File: src/rtl/btn_scan_debounce_if.sv
// rtl/btn_scan_debounce_if.sv - pad, mode and debounced-status signals of the button scanner
// master: scanner side; slave: pad tristate / LED side.
interface btn_scan_debounce_if #(
  parameter int N = 4
);
  logic [N-1:0] btn_oe;
  logic [N-1:0] btn_in;
  logic [N-1:0] mode;
  logic         sample_strobe;
  logic [N-1:0] pressed;
  logic [N-1:0] press_pulse;
  logic [N-1:0] release_pulse;
  logic [N-1:0] led;

  modport master (
    output btn_oe, sample_strobe, pressed, press_pulse, release_pulse, led,
    input  btn_in, mode
  );

  modport slave (
    input  btn_oe, sample_strobe, pressed, press_pulse, release_pulse, led,
    output btn_in, mode
  );
endinterface

File: src/rtl/btn_scan_debounce.sv
// rtl/btn_scan_debounce.sv - discharge/settle/sample pad scanner with per-channel debounce and LED drive
// All channels share one scan sequencer; debounce state is kept independently per channel.
module btn_scan_debounce #(
  parameter int N             = 4,
  parameter int DISCHARGE_CYC = 16,
  parameter int SETTLE_CYC    = 64,
  parameter int DEB_SCANS     = 4
) (
  input  logic                   clk,
  input  logic                   rst,
  btn_scan_debounce_if.master    bus
);

  localparam int P  = DISCHARGE_CYC + SETTLE_CYC + 1;
  localparam int KW = $clog2(P);
  localparam int CW = $clog2(DEB_SCANS + 1);

  localparam logic [KW-1:0] K_DIS_LAST = KW'(DISCHARGE_CYC - 1);
  localparam logic [KW-1:0] K_SET_LAST = KW'(P - 2);
  localparam logic [CW-1:0] CNT_MAX    = CW'(DEB_SCANS - 1);

  typedef enum logic [1:0] {
    PH_DISCHARGE = 2'd0,
    PH_SETTLE    = 2'd1,
    PH_SAMPLE    = 2'd2
  } phase_e;

  phase_e        phase_q, phase_d;
  logic [KW-1:0] k_q, k_d;
  logic [N-1:0]  oe_q, oe_d;
  logic          strobe_q, strobe_d;

  logic [N-1:0]  pressed_q, pressed_d;
  logic [N-1:0]  press_q, press_d;
  logic [N-1:0]  rel_q, rel_d;
  logic [N-1:0]  led_q, led_d;
  logic [CW-1:0] cnt_q [N];
  logic [CW-1:0] cnt_d [N];

  // Pad drive and strobe are decoded from the next phase so they are registered and line up with k.
  always_comb begin
    phase_d = phase_q;
    k_d     = k_q + 1'b1;
    case (phase_q)
      PH_DISCHARGE: if (k_q == K_DIS_LAST) phase_d = PH_SETTLE;
      PH_SETTLE:    if (k_q == K_SET_LAST) phase_d = PH_SAMPLE;
      PH_SAMPLE: begin
        phase_d = PH_DISCHARGE;
        k_d     = '0;
      end
      default: begin
        phase_d = PH_DISCHARGE;
        k_d     = '0;
      end
    endcase
    oe_d     = (phase_d == PH_DISCHARGE) ? {N{1'b1}} : {N{1'b0}};
    strobe_d = (phase_d == PH_SAMPLE);
  end

  always_comb begin
    pressed_d = pressed_q;
    led_d     = led_q;
    press_d   = '0;
    rel_d     = '0;
    cnt_d     = cnt_q;
    if (strobe_q) begin
      for (int i = 0; i < N; i++) begin
        if ((~bus.btn_in[i]) == pressed_q[i]) begin
          cnt_d[i] = '0;
        end else if (cnt_q[i] == CNT_MAX) begin
          cnt_d[i]     = '0;
          pressed_d[i] = ~pressed_q[i];
          press_d[i]   = ~pressed_q[i];
          rel_d[i]     = pressed_q[i];
        end else begin
          cnt_d[i] = cnt_q[i] + 1'b1;
        end
        if (bus.mode[i]) begin
          led_d[i] = pressed_d[i];
        end else if (press_d[i]) begin
          led_d[i] = ~led_q[i];
        end
      end
    end
  end

  always_ff @(posedge clk or posedge rst) begin
    if (rst) begin
      phase_q   <= PH_DISCHARGE;
      k_q       <= '0;
      oe_q      <= {N{1'b1}};
      strobe_q  <= 1'b0;
      pressed_q <= '0;
      press_q   <= '0;
      rel_q     <= '0;
      led_q     <= '0;
      cnt_q     <= '{default: '0};
    end else begin
      phase_q   <= phase_d;
      k_q       <= k_d;
      oe_q      <= oe_d;
      strobe_q  <= strobe_d;
      pressed_q <= pressed_d;
      press_q   <= press_d;
      rel_q     <= rel_d;
      led_q     <= led_d;
      cnt_q     <= cnt_d;
    end
  end

  assign bus.btn_oe        = oe_q;
  assign bus.sample_strobe = strobe_q;
  assign bus.pressed       = pressed_q;
  assign bus.press_pulse   = press_q;
  assign bus.release_pulse = rel_q;
  assign bus.led           = led_q;

endmodule

File: src/flat_wrapper.sv
// flat-port wrapper written by rule: the top's interface ports become plain ports
module btn_scan_debounce_flat 
#(
  parameter int N             = 4,
  parameter int DISCHARGE_CYC = 16,
  parameter int SETTLE_CYC    = 64,
  parameter int DEB_SCANS     = 4
)
  (clk, rst, bus_btn_oe, bus_sample_strobe, bus_pressed, bus_press_pulse, bus_release_pulse, bus_led, bus_btn_in, bus_mode);
  btn_scan_debounce_if #(.N(N)) bus_i ();
  input  logic clk;
  input  logic rst;
  output wire logic [$bits(bus_i.btn_oe)-1:0] bus_btn_oe;
  output wire logic [$bits(bus_i.sample_strobe)-1:0] bus_sample_strobe;
  output wire logic [$bits(bus_i.pressed)-1:0] bus_pressed;
  output wire logic [$bits(bus_i.press_pulse)-1:0] bus_press_pulse;
  output wire logic [$bits(bus_i.release_pulse)-1:0] bus_release_pulse;
  output wire logic [$bits(bus_i.led)-1:0] bus_led;
  input wire logic [$bits(bus_i.btn_in)-1:0] bus_btn_in;
  input wire logic [$bits(bus_i.mode)-1:0] bus_mode;
  assign bus_btn_oe = bus_i.btn_oe;
  assign bus_sample_strobe = bus_i.sample_strobe;
  assign bus_pressed = bus_i.pressed;
  assign bus_press_pulse = bus_i.press_pulse;
  assign bus_release_pulse = bus_i.release_pulse;
  assign bus_led = bus_i.led;
  assign bus_i.btn_in = bus_btn_in;
  assign bus_i.mode = bus_mode;
  btn_scan_debounce #(.N(N), .DISCHARGE_CYC(DISCHARGE_CYC), .SETTLE_CYC(SETTLE_CYC), .DEB_SCANS(DEB_SCANS)) u_core (.clk(clk), .rst(rst), .bus(bus_i));
endmodule
File: config.mk
export PLATFORM = sky130hd
export DESIGN_NAME = btn_scan_debounce_flat
export DESIGN_NICKNAME = d
export VERILOG_FILES = /design/src/rtl/btn_scan_debounce_if.sv /design/src/rtl/btn_scan_debounce.sv /design/src/flat_wrapper.sv
export SDC_FILE = /design/constraint.sdc
export NUM_CORES = 1
export LEC_CHECK = 0
export CORE_MARGIN = 2
export CORE_UTILIZATION = 52
export CTS_CLUSTER_SIZE = 14
export DETAILED_ROUTE_END_ITERATION = 8
export GPL_TIMING_DRIVEN = 0
export PLACE_DENSITY = 0.79
export SYNTH_ARGS = -nofsm -noshare
export SYNTH_HDL_FRONTEND = slang
export SYNTH_SLANG_ARGS = --single-unit
File: constraint.sdc
create_clock -name clk -period 1.95 [get_ports clk]
set_clock_uncertainty 0.2 [all_clocks]
set_input_delay 0.39 -clock clk [delete_from_list [all_inputs] [get_ports clk]]
set_output_delay 0.39 -clock clk [all_outputs]
set_load 0.005 [all_outputs]
==> reports/qor.csv, run 1 <==
stage;metric;value;unit
placed_design;io_buffers;30;
floorplan;coreArea;3340;sq um
synth;synth-seq-cells;39;
synth;muxShareOfSynthArea;2.48;%
final_layout;areaGrowthSynthToFinish;24.9;%
grt;grt_antenna_before_repair;0;
detailed_routing;wl;3490;um
grt;grt_pass1_vias;1449;
synth;avgSynthCellArea;10.1;sq um
final_layout;fin_nets;235;
setup_path;crit_chain;clkdlybuf4s50_1;
job;maxCapViolations;0;
final_layout;postLayoutCellArea;2270;sq um
clock_network;h-tree-depth;2;
worst_hold_path;hp-class;reg2reg;
placed_design;place_area;2170;sq um
clock_network;clockBufferDepth;2;
setup_path;crit_arrival;1.32;ns
synth;yosysSeqAreaShare;53.8;%
floorplan;initial_core_util;54.4;%
timing;finalHoldViolCount;0;
clock_network;cts_tree;built;
floorplan;die_h;63.1;um
placed_design;place.gp.congestion;0.761;
timing;maxSlewViolCount;0;
setup_path;slowest_stage;clkdlybuf4s50_1;
grt;grt_max_degree;40;
timing;max_freq;523;MHz
setup_path;crit_path_start_kind;flop;
synth;synthSimpleGateAreaFrac;20.3;%
detailed_routing;vias;1400;
synth;synth-compound-area-share;11.6;%
timing;setup_violations;0;
detailed_routing;met3_length;143;um
synth;synth_xor_area_share;3.86;%
power_and_ir_drop;p_leak;0.00108;uW
final_layout;n_antenna_cell;0;
detailed_routing;drc;0;
power_and_ir_drop;peakVddDrop;0.463;mV
clock_network;clk_pin_slew;0.12;ns
grt;grt_usage;20.5;%
floorplan;dieArea;3980;sq um
grt;grt_pass1_wl;6420;um
floorplan;ios;31;
final_layout;fin_util;68.0;%
setup_path;critPathCaptureType;output pin;
setup_path;cpPeakStageDelay;0.52;ns
power_and_ir_drop;powerDensity;601;nW/um^2
synth;synth_top_family_by_area;simple AND/OR/NAND/NOR gates;
clock_network;cts_inserted_buffers;5;
timing;maxSlewHeadroom;48.1;%
clock_network;cts_sinks;39;
synth;ys_types;35;
setup_path;worstPathMaxFanout;7;
setup_path;crit_required;1.36;ns
synth;synth_area;1820;sq um
floorplan;num_rows;21;
detailed_routing;highest_layer;met4;
synth;yosysWarnings;0;
synth;synth.net_count;195;
synth;syn_inst;180;
detailed_routing;wl_met2;1840;um
timing;min_period_over_period;98.0;%
grt;grt_overflow;0;
setup_path;crit_type;reg2out;
power_and_ir_drop;total_power;1360;uW
timing;tightest_slew;0.777;ns
clock_network;hold_buffers;0;
detailed_routing;wl_per_cell;13.1;um
detailed_routing;wl_met1;1460;um
detailed_routing;first_iter_violations;86;
clock_network;clkLatencyLatePin;0.35;ns
timing;grt_setup_unrepaired;no;
floorplan;die-width;63.1;um
final_layout;drive_gt1_share;14.5;%
synth;synthAdderAreaFrac;3.44;%
timing;fin_crit;1.91;ns
outcome;status;complete, no violations;
detailed_routing;drt-vias-per-instance;5.24;
clock_network;root_buffer;clkbuf_4;
placed_design;dp_hpwl;2570;um
setup_path;cp.buffers_inverters;1;
detailed_routing;postRouteAntennaNets;0;
setup_path;cp_top_family;buffers and inverters;
detailed_routing;detail_route.first_pass.iterations;4;
==> sequential cells by signal, indices dropped and copies added, names as in the netlist <==
| register | cells |
|---|---|
| u_core.cnt_q | 12 |
| u_core.k_q | 7 |
| u_core.bus.led | 4 |
| u_core.bus.press_pulse | 4 |
| u_core.bus.pressed | 4 |
| u_core.bus.release_pulse | 4 |
| u_core.phase_q | 2 |
| u_core.bus.btn_oe | 1 |
| u_core.bus.sample_strobe | 1 |
==> area by class of cell <==
cell class	count	area (sq um)
plain buffers	7	41.3
clock buffers	8	68.8
fillers	255	1070
inverters	11	41.3
multi-input cells	123	757
flip-flops and latches	39	983
well taps	46	57.6
repair buffers	33	320
==> metrics by stage <==
stage / setup TNS, ns / hold WS (ns) / setup slack [ns] / instances
2_1_floorplan: 0 / 0.201 / 0.429 / 180
3_3_place_gp: -10.99 / 0.221 / -0.290 / 256
3_5_place_dp: -0.0207 / 0.241 / -0.0207 / 256
4_1_cts: 0 / 0.261 / 0.0100 / 265
5_1_grt: 0 / 0.276 / 0.00194 / 267
6_report: 0 / 0.252 / 0.0388 / 267
==> cells by family (layout without fill, tap and decap cells) <==
group           after synthesis  after routing
compound gates               32             32
xor+xnor                      8              8
fa+ha+maj                     5              5
buf+inv                      18             59
flops                        39             39
mux                           4              4
simple gates                 74             74
==> synth_stat cells <==
library cell / n / area [sq um]
ha_1: 5 / 62.6
clkbuf_1: 1 / 3.75
nor2b_1: 3 / 18.8
a21oi_1: 2 / 10.0
nand2_1: 24 / 90.1
nor3_1: 7 / 35.0
buf_4: 3 / 22.5
inv_1: 11 / 41.3
nand3b_1: 2 / 15.0
a21oi_2: 2 / 17.5
or2_1: 1 / 6.26
nor2_1: 19 / 71.3
a21boi_0: 2 / 15.0
o22ai_1: 8 / 50.1
and2_1: 2 / 12.5
mux2_2: 4 / 45.0
and3_1: 1 / 6.26
xnor2_1: 4 / 35.0
a21o_1: 2 / 15.0
or2b_1: 2 / 15.0
o21ai_0: 11 / 55.1
nor2b_4: 2 / 27.5
a41o_1: 2 / 20.0
nor3b_1: 2 / 15.0
a222oi_1: 2 / 20.0
nand3_2: 1 / 10.0
dfstp_2: 1 / 26.3
nor4_1: 1 / 6.26
dfrtp_1: 38 / 951
nand3_1: 3 / 15.0
o21bai_1: 1 / 7.51
buf_2: 3 / 15.0
or3_1: 2 / 12.5
xor2_1: 4 / 35.0
nand2b_1: 2 / 12.5
==> cell usage in the layout, fill, tap and decap left out, types with 2 or more instances in the layout <==
master,count
dfrtp_1,33
clkdlybuf4s50_1,26
nand2_1,24
nor2_1,19
o21ai_0,11
inv_1,10
o22ai_1,8
nor3_1,7
buf_4,6
ha_1,5
clkbuf_4,5
dfrtp_2,5
xor2_1,4
xnor2_1,4
mux2_2,4
buf_2,3
nand3_1,3
nor2b_1,3
nor2b_4,2
a21oi_2,2
a41o_1,2
or2b_1,2
a222oi_1,2
and2_1,2
nand3b_1,2
a21o_1,2
clkbuf_1,2
or3_1,2
a21oi_1,2
nand2b_1,2
a21boi_0,2
nor3b_1,2
clkbuf_8,2
dlygate4sd2_1,2
clkdlybuf4s15_1,2
==> power breakdown <==
group	switching [uW]	internal (uW)	total (uW)
Clock	250	212	462
Combinational	42.3	38.9	81.2
Sequential	6.94	813	820
==> worst register-to-register path, delay by kind of cell (launching register included) <==
kind	cells	cell delay, ns
compound gates	2	0.58
fa+ha+maj	1	0.22
flops	1	0.42
simple gates	1	0.14
==> what timing repair did <==
item / in CTS / in global routing
setup buffers: 1 / 2
pin swaps: 0 / 0
resized for setup: 9 / 2
setup endpoints to repair: 9 / 4
==> metal layers <==
layer | GRT usage [%] | vias to the layer above
met5 | 0 | -
met4 | 8.61 | 0
met3 | 5.89 | 5
met2 | 36.4 | 27
met1 | 22.7 | 680
li1 | - | 688
==> final timing paths <==
check	start	endpoint	slack, ns	cells after the start
min reg2reg	u_core.phase_q[1]	u_core.k_q[1]	0.25	1
max reg2reg	u_core.cnt_q[6]	u_core.bus.led[1]	0.27	4
max in group asynchronous	rst	u_core.bus.pressed[2]	0.71	2
min	u_core.phase_q[1]	u_core.k_q[1]	0.25	1
min in group asynchronous	rst	u_core.cnt_q[8]	0.30	2
max	u_core.bus.pressed[1]	bus_pressed[1]	0.04	1
Power figures use the tool's default switching activity.
==> inputs of run 2 (changes only) <==
--- a/config.mk
+++ b/config.mk
@@ -5,12 +5,15 @@
 export SDC_FILE = /design/constraint.sdc
 export NUM_CORES = 1
 export LEC_CHECK = 0
+export CELL_PAD_IN_SITES_DETAIL_PLACEMENT = 1
+export CELL_PAD_IN_SITES_GLOBAL_PLACEMENT = 2
 export CORE_MARGIN = 2
-export CORE_UTILIZATION = 52
+export CORE_UTILIZATION = 33
 export CTS_CLUSTER_SIZE = 14
 export DETAILED_ROUTE_END_ITERATION = 8
 export GPL_TIMING_DRIVEN = 0
-export PLACE_DENSITY = 0.79
+export HOLD_SLACK_MARGIN = 0.06
+export PLACE_DENSITY_LB_ADDON = 0.1
 export SYNTH_ARGS = -nofsm -noshare
 export SYNTH_HDL_FRONTEND = slang
 export SYNTH_SLANG_ARGS = --single-unit
==> run 2 against run 1 <==
  * Total power increased by 10%
  * First-iteration DRC count decreased by 10%
  * Cell count rose by 9.0%
  * Die area increased by 54%
  * Final area up 2.1%
  * Combinational power fell by 2%
  * Worst setup slack gained 0.058 ns
  * Sequential cell count stayed put
  * Sequential share of layout area fell by 0.97 points
  * Clock power grew 30%
  * Non-clock buffer count fell by 2
  * Critical path type unchanged
  * Critical endpoint is now bus_btn_oe[3]
==> reports/qor.csv, run 2 (synthesis results as in run 1) <==
stage;metric;value;unit
setup_path;cp_common_cell;buf_4;
timing;setup_violations;0;
floorplan;coreArea;5410;sq um
grt;grt_overflow;0;
worst_hold_path;hp-class;reg2reg;
clock_network;cts_sinks;39;
power_and_ir_drop;total_power;1500;uW
floorplan;dieArea;6110;sq um
floorplan;initial_core_util;33.6;%
setup_path;rr_worst_depth;4;
grt;grt_util_met3;3.68;%
grt;grt-busiest-layer;met2;
setup_path;crit_required;1.36;ns
timing;max_freq;540;MHz
detailed_routing;vias;1405;
power_and_ir_drop;powerDensity;648;nW/um^2
setup_path;cp_top_family;flip-flops;
timing;finalHoldViolCount;0;
final_layout;fin_nets;233;
timing;maxSlewViolCount;0;
final_layout;areaGrowthSynthToFinish;27.6;%
power_and_ir_drop;power.switching;329;uW
grt;grt_pass1_vias;1540;
power_and_ir_drop;p_leak;0.00110;uW
final_layout;n_antenna_cell;0;
floorplan;die_h;78.2;um
detailed_routing;drc;0;
final_layout;layout_common_cells;34 x dfrtp_1, 26 x clkdlybuf4s50_1, 24 x nand2_1, 19 x nor2_1, 11 x o21ai_0;
detailed_routing;drt-vias-per-instance;4.83;
detailed_routing;first_iter_violations;77;
final_layout;largest_register_ffs;12;
grt;grt_usage;14.9;%
timing;tightest_slew;0.836;ns
clock_network;clockBufferDepth;2;
placed_design;io_buffers;30;
setup_path;critPathCaptureType;output pin;
power_and_ir_drop;p_sw_share;21.9;%
power_and_ir_drop;p_seq_share;54.6;%
final_layout;layout_commonest_cell;dfrtp_1;
grt;grt_antenna_before_repair;0;
timing;min_period_over_period;95.0;%
timing;setup_slack;0.0968;ns
power_and_ir_drop;peakVddDrop;0.388;mV
detailed_routing;wl;3950;um
final_layout;reg_top3;u_core.cnt_q x12, u_core.k_q x7;
worst_hold_path;whs_path_depth;1;
setup_path;cpPeakStageDelay;0.54;ns
placed_design;place.gp.congestion;0.738;
clock_network;hold_buffers;0;
timing;tns;0;ns
setup_path;crit_type;reg2out;
timing;fin_crit;1.85;ns
power_and_ir_drop;p_int;1170;uW
clock_network;cts_inserted_buffers;5;
detailed_routing;detail_route.first_pass.iterations;4;
clock_network;root_buffer;clkbuf_8;
final_layout;fillCellCount;631;
outcome;status;complete, no violations;
final_layout;drive_gt1_share;13.2;%
detailed_routing;postRouteAntennaNets;0;
final_layout;multi_input_area;757;sq um
power_and_ir_drop;p_comb_share;5.3;%
placed_design;pre_cts_slack;-0.0382;ns
clock_network;h-tree-depth;2;
setup_path;cp.buffers_inverters;3;
clock_network;clkLatencyLatePin;0.29;ns
final_layout;regArea;982;sq um
setup_path;crit_chain;buf_4, buf_4, dlygate4sd2_1;
setup_path;crit_path_start_kind;flop;
floorplan;num_rows;27;
final_layout;postLayoutCellArea;2320;sq um
setup_path;slowest_stage;dfstp_2;
placed_design;place_area;2210;sq um
grt;globalRouteMet1Util;16.4;%
grt;grt_pass1_wl;7160;um
clock_network;cts_tree;built;
grt;met2_usage;27.9;%
timing;grt_setup_unrepaired;no;
floorplan;die-width;78.2;um
clock_network;clk_pin_slew;0.08;ns
job;maxCapViolations;0;
power_and_ir_drop;clockPowerShare;40.1;%
placed_design;dp_hpwl;2880;um
setup_path;worstPathMaxFanout;3;
setup_path;crit_arrival;1.26;ns
floorplan;ios;31;
final_layout;largest-register;u_core.cnt_q;
timing;hold_slack;0.251;ns
timing;maxSlewHeadroom;44.2;%
grt;grt_max_degree;40;
setup_path;worstSetupPathDepth;3;
detailed_routing;wl_per_cell;13.6;um
## run 2: routing by layer
| metal | wire length [um] | up-vias |
|---|---|---|
| met5 | 0 | - |
| met4 | 44 | 0 |
| met3 | 143 | 5 |
| met2 | 2130 | 22 |
| met1 | 1630 | 695 |
| li1 | - | 683 |
## run 2: stage by stage
step | util, % | cells
final | 42.9 | 291
after global routing | 42.9 | 291
after CTS | 42.8 | 291
after detailed placement | 40.8 | 282
after global placement | 40.8 | 282
after floorplan | - | 180
## run 2: path summary, 6_finish.rpt
path	start	end	slack, ns
max in group asynchronous	rst	u_core.bus.pressed[1]	0.59
worst max register to register	u_core.cnt_q[9]	u_core.bus.led[0]	0.31
worst min-delay path	u_core.phase_q[1]	u_core.k_q[1]	0.25
min in group asynchronous	rst	u_core.bus.led[0]	0.38
worst max-delay path	u_core.bus.btn_oe[2]	bus_btn_oe[3]	0.1
worst min register to register	u_core.phase_q[1]	u_core.k_q[1]	0.25
## run 2: worst register-to-register path: cells and delay by family, from the launching register on
family / cells / cell delay [ns]
compound gates: 2 / 0.57
fa+ha+maj: 1 / 0.23
simple gates: 1 / 0.14
flops: 1 / 0.40
## run 2: cell type report
type,count,share of cell area [%]
buffer,7,1.78
sequential,39,42.4
multi-input combinational,123,32.6
inverter,11,1.78
clock buffer,8,4.32
timing repair buffer,31,13.2
tap,72,3.89
## run 2: repair_timing
| item | 4_1_cts | 5_1_grt |
|---|---|---|
| endpoints found under the hold margin | 0 | 0 |
| resized for setup | 3 | 5 |
| endpoints found under the setup margin | 3 | 5 |
| setup buffers | 1 | 0 |
## run 2: power by group through the flow
stage / registers, uW / logic, uW / clock network [uW]
after floorplan: 835 / 36.1 / 0
after global placement: 835 / 78.6 / 0
after detailed placement: 836 / 82.1 / 0
after CTS: 820 / 82.7 / 624
after global routing: 821 / 92.5 / 665
final: 820 / 79.9 / 602
==> inputs of run 3 (changes only) <==
--- a/config.mk
+++ b/config.mk
@@ -13,7 +13,8 @@
 export DETAILED_ROUTE_END_ITERATION = 8
 export GPL_TIMING_DRIVEN = 0
 export HOLD_SLACK_MARGIN = 0.06
-export PLACE_DENSITY_LB_ADDON = 0.1
+export PLACE_DENSITY_LB_ADDON = 0.25
+export SKIP_LAST_GASP = 1
 export SYNTH_ARGS = -nofsm -noshare
 export SYNTH_HDL_FRONTEND = slang
 export SYNTH_SLANG_ARGS = --single-unit
==> run 3 against run 2 <==
  * Worst setup slack improved by 0.012 ns
  * First-iteration DRC count fell by 1.3%
  * Combinational power fell by 0.8%
  * Sequential share of layout area rose by 0.30 points
  * Total power fell by 4.8%
  * Fmax rose by 0.68%
  * Utilization fell by 0.30 points
  * Hold slack got worse by 0.021 ns
  * Wire length fell by 0.48%
  * Final area fell by 0.70%
  * Non-clock buffer count did not move
  * Sequential power barely moved
  * Highest routed layer unchanged
==> reports/qor.csv, run 3 (synthesis results as in run 1) <==
stage;metric;value;unit
floorplan;ios;31;
timing;tightest_slew;0.815;ns
floorplan;num_rows;27;
detailed_routing;detail_route.first_pass.iterations;4;
grt;grt_pass1_wl;6950;um
clock_network;cts_inserted_buffers;5;
placed_design;place.gp.congestion;0.732;
setup_path;crit_arrival;1.25;ns
detailed_routing;wl_per_cell;13.5;um
detailed_routing;drt-vias-per-instance;4.82;
clock_network;clkLatencyLatePin;0.29;ns
setup_path;cpPeakStageDelay;0.53;ns
grt;grt_antenna_before_repair;0;
clock_network;cts_sinks;39;
final_layout;reg_top3;u_core.cnt_q x12, u_core.k_q x7;
clock_network;hold_buffers;0;
outcome;status;complete, no violations;
setup_path;cp_top_family;buffers and inverters;
floorplan;coreArea;5410;sq um
power_and_ir_drop;peakVddDrop;0.246;mV
detailed_routing;postRouteAntennaNets;0;
final_layout;largest-register;u_core.cnt_q;
clock_network;clk_pin_slew;0.08;ns
setup_path;worstPathMaxFanout;7;
floorplan;die_h;78.2;um
clock_network;clockBufferDepth;2;
job;maxCapViolations;0;
power_and_ir_drop;p_leak;0.00110;uW
grt;grt_overflow;0;
setup_path;crit_required;1.36;ns
final_layout;largest_register_ffs;12;
final_layout;fin_util;42.6;%
final_layout;stdcell_count;291;
timing;hold_slack;0.230;ns
grt;grt_usage;14.4;%
grt;grt_pass1_vias;1569;
final_layout;fin_nets;233;
floorplan;initial_core_util;33.6;%
detailed_routing;first_iter_violations;76;
timing;max_freq;543;MHz
detailed_routing;vias;1404;
setup_path;crit_path_start_kind;flop;
clock_network;h-tree-depth;2;
timing;finalHoldViolCount;0;
detailed_routing;drc;0;
setup_path;critPathCaptureType;output pin;
setup_path;cp.buffers_inverters;1;
timing;maxSlewViolCount;0;
setup_path;crit_chain;clkdlybuf4s50_1;
final_layout;fillCellCount;622;
final_layout;multi_input_area;757;sq um
worst_hold_path;hp-class;reg2reg;
timing;maxSlewHeadroom;45.6;%
placed_design;io_buffers;30;
final_layout;regArea;982;sq um
floorplan;dieArea;6110;sq um
final_layout;drive_gt1_share;13.7;%
power_and_ir_drop;powerDensity;621;nW/um^2
setup_path;crit_type;reg2out;
timing;grt_setup_unrepaired;no;
timing;min_period_over_period;94.4;%
final_layout;n_antenna_cell;0;
clock_network;cts_tree;built;
floorplan;die-width;78.2;um
final_layout;areaGrowthSynthToFinish;26.7;%
detailed_routing;wl;3930;um
clock_network;root_buffer;clkbuf_8;
placed_design;placedCellCount;282;
setup_path;slowest_stage;clkdlybuf4s50_1;
placed_design;dp_hpwl;2880;um
final_layout;layout_commonest_cell;dfrtp_1;
final_layout;layout_common_cells;34 x dfrtp_1, 26 x clkdlybuf4s50_1, 24 x nand2_1, 19 x nor2_1, 11 x o21ai_0;
timing;fin_crit;1.84;ns
grt;grt_max_degree;40;
timing;setup_violations;0;
-- run 3: area by class of cell --
class,count,area share (%)
flip-flops and latches,39,42.7
multi-input cells,123,32.9
repair buffers,31,13.3
well taps,72,3.91
clock buffers,5,2.99
plain buffers,7,1.79
inverters,11,1.79
clock inverters,3,0.652
-- run 3: routing by layer --
| metal | vias to the layer above | GRT usage [%] | share of wire [%] |
|---|---|---|---|
| li1 | 681 | - | - |
| met1 | 688 | 15.9 | 44 |
| met2 | 30 | 26.3 | 50 |
| met3 | 5 | 3.56 | 4.1 |
| met4 | 0 | 5.79 | 1.4 |
| met5 | - | 0 | 0 |
-- run 3: worst paths after layout --
kind,startpoint,to,slack [ns],cells after the start
min in group asynchronous,rst,u_core.bus.release_pulse[3],0.39,2
max in group asynchronous,rst,u_core.bus.pressed[0],0.60,2
max,u_core.bus.pressed[0],bus_pressed[0],0.11,1
min reg2reg,u_core.phase_q[1],u_core.k_q[1],0.23,1
min,u_core.phase_q[1],u_core.k_q[1],0.23,1
max reg2reg,u_core.k_q[0],u_core.phase_q[0],0.29,5
-- run 3: stage by stage --
stage,instance area (sq um),total power [uW],setup TNS (ns),worst slack [ns]
2_1_floorplan,1820,871,0,0.429
3_3_place_gp,2210,913,-14.89,-0.391
3_5_place_dp,2210,917,-0.0117,-0.0117
4_1_cts,2290,1450,0,0.0154
5_1_grt,2300,1500,0,0.0304
6_report,2300,1430,0,0.109
-- run 3: repair_timing --
| action | in CTS | in global routing |
|---|---|---|
| resized for setup | 3 | 5 |
| setup buffers | 1 | 0 |
| endpoints found under the setup margin | 3 | 5 |
-- run 3: worst reg2reg max path, stage by stage, from the launching register on --
cell	delay (ns)
dfrtp_1	0.38
ha_1	0.21
nand3_2	0.14
or3_1	0.38
a21oi_1	0.18
nor2_1	0.06
-- run 3: power by group --
group          switching (uW)  leakage (uW)  internal [uW]
logic                    41.8      0.000582           37.5
registers                7.52      0.000468            813
clock network             285     0.0000477            245
total                     335       0.00110           1100
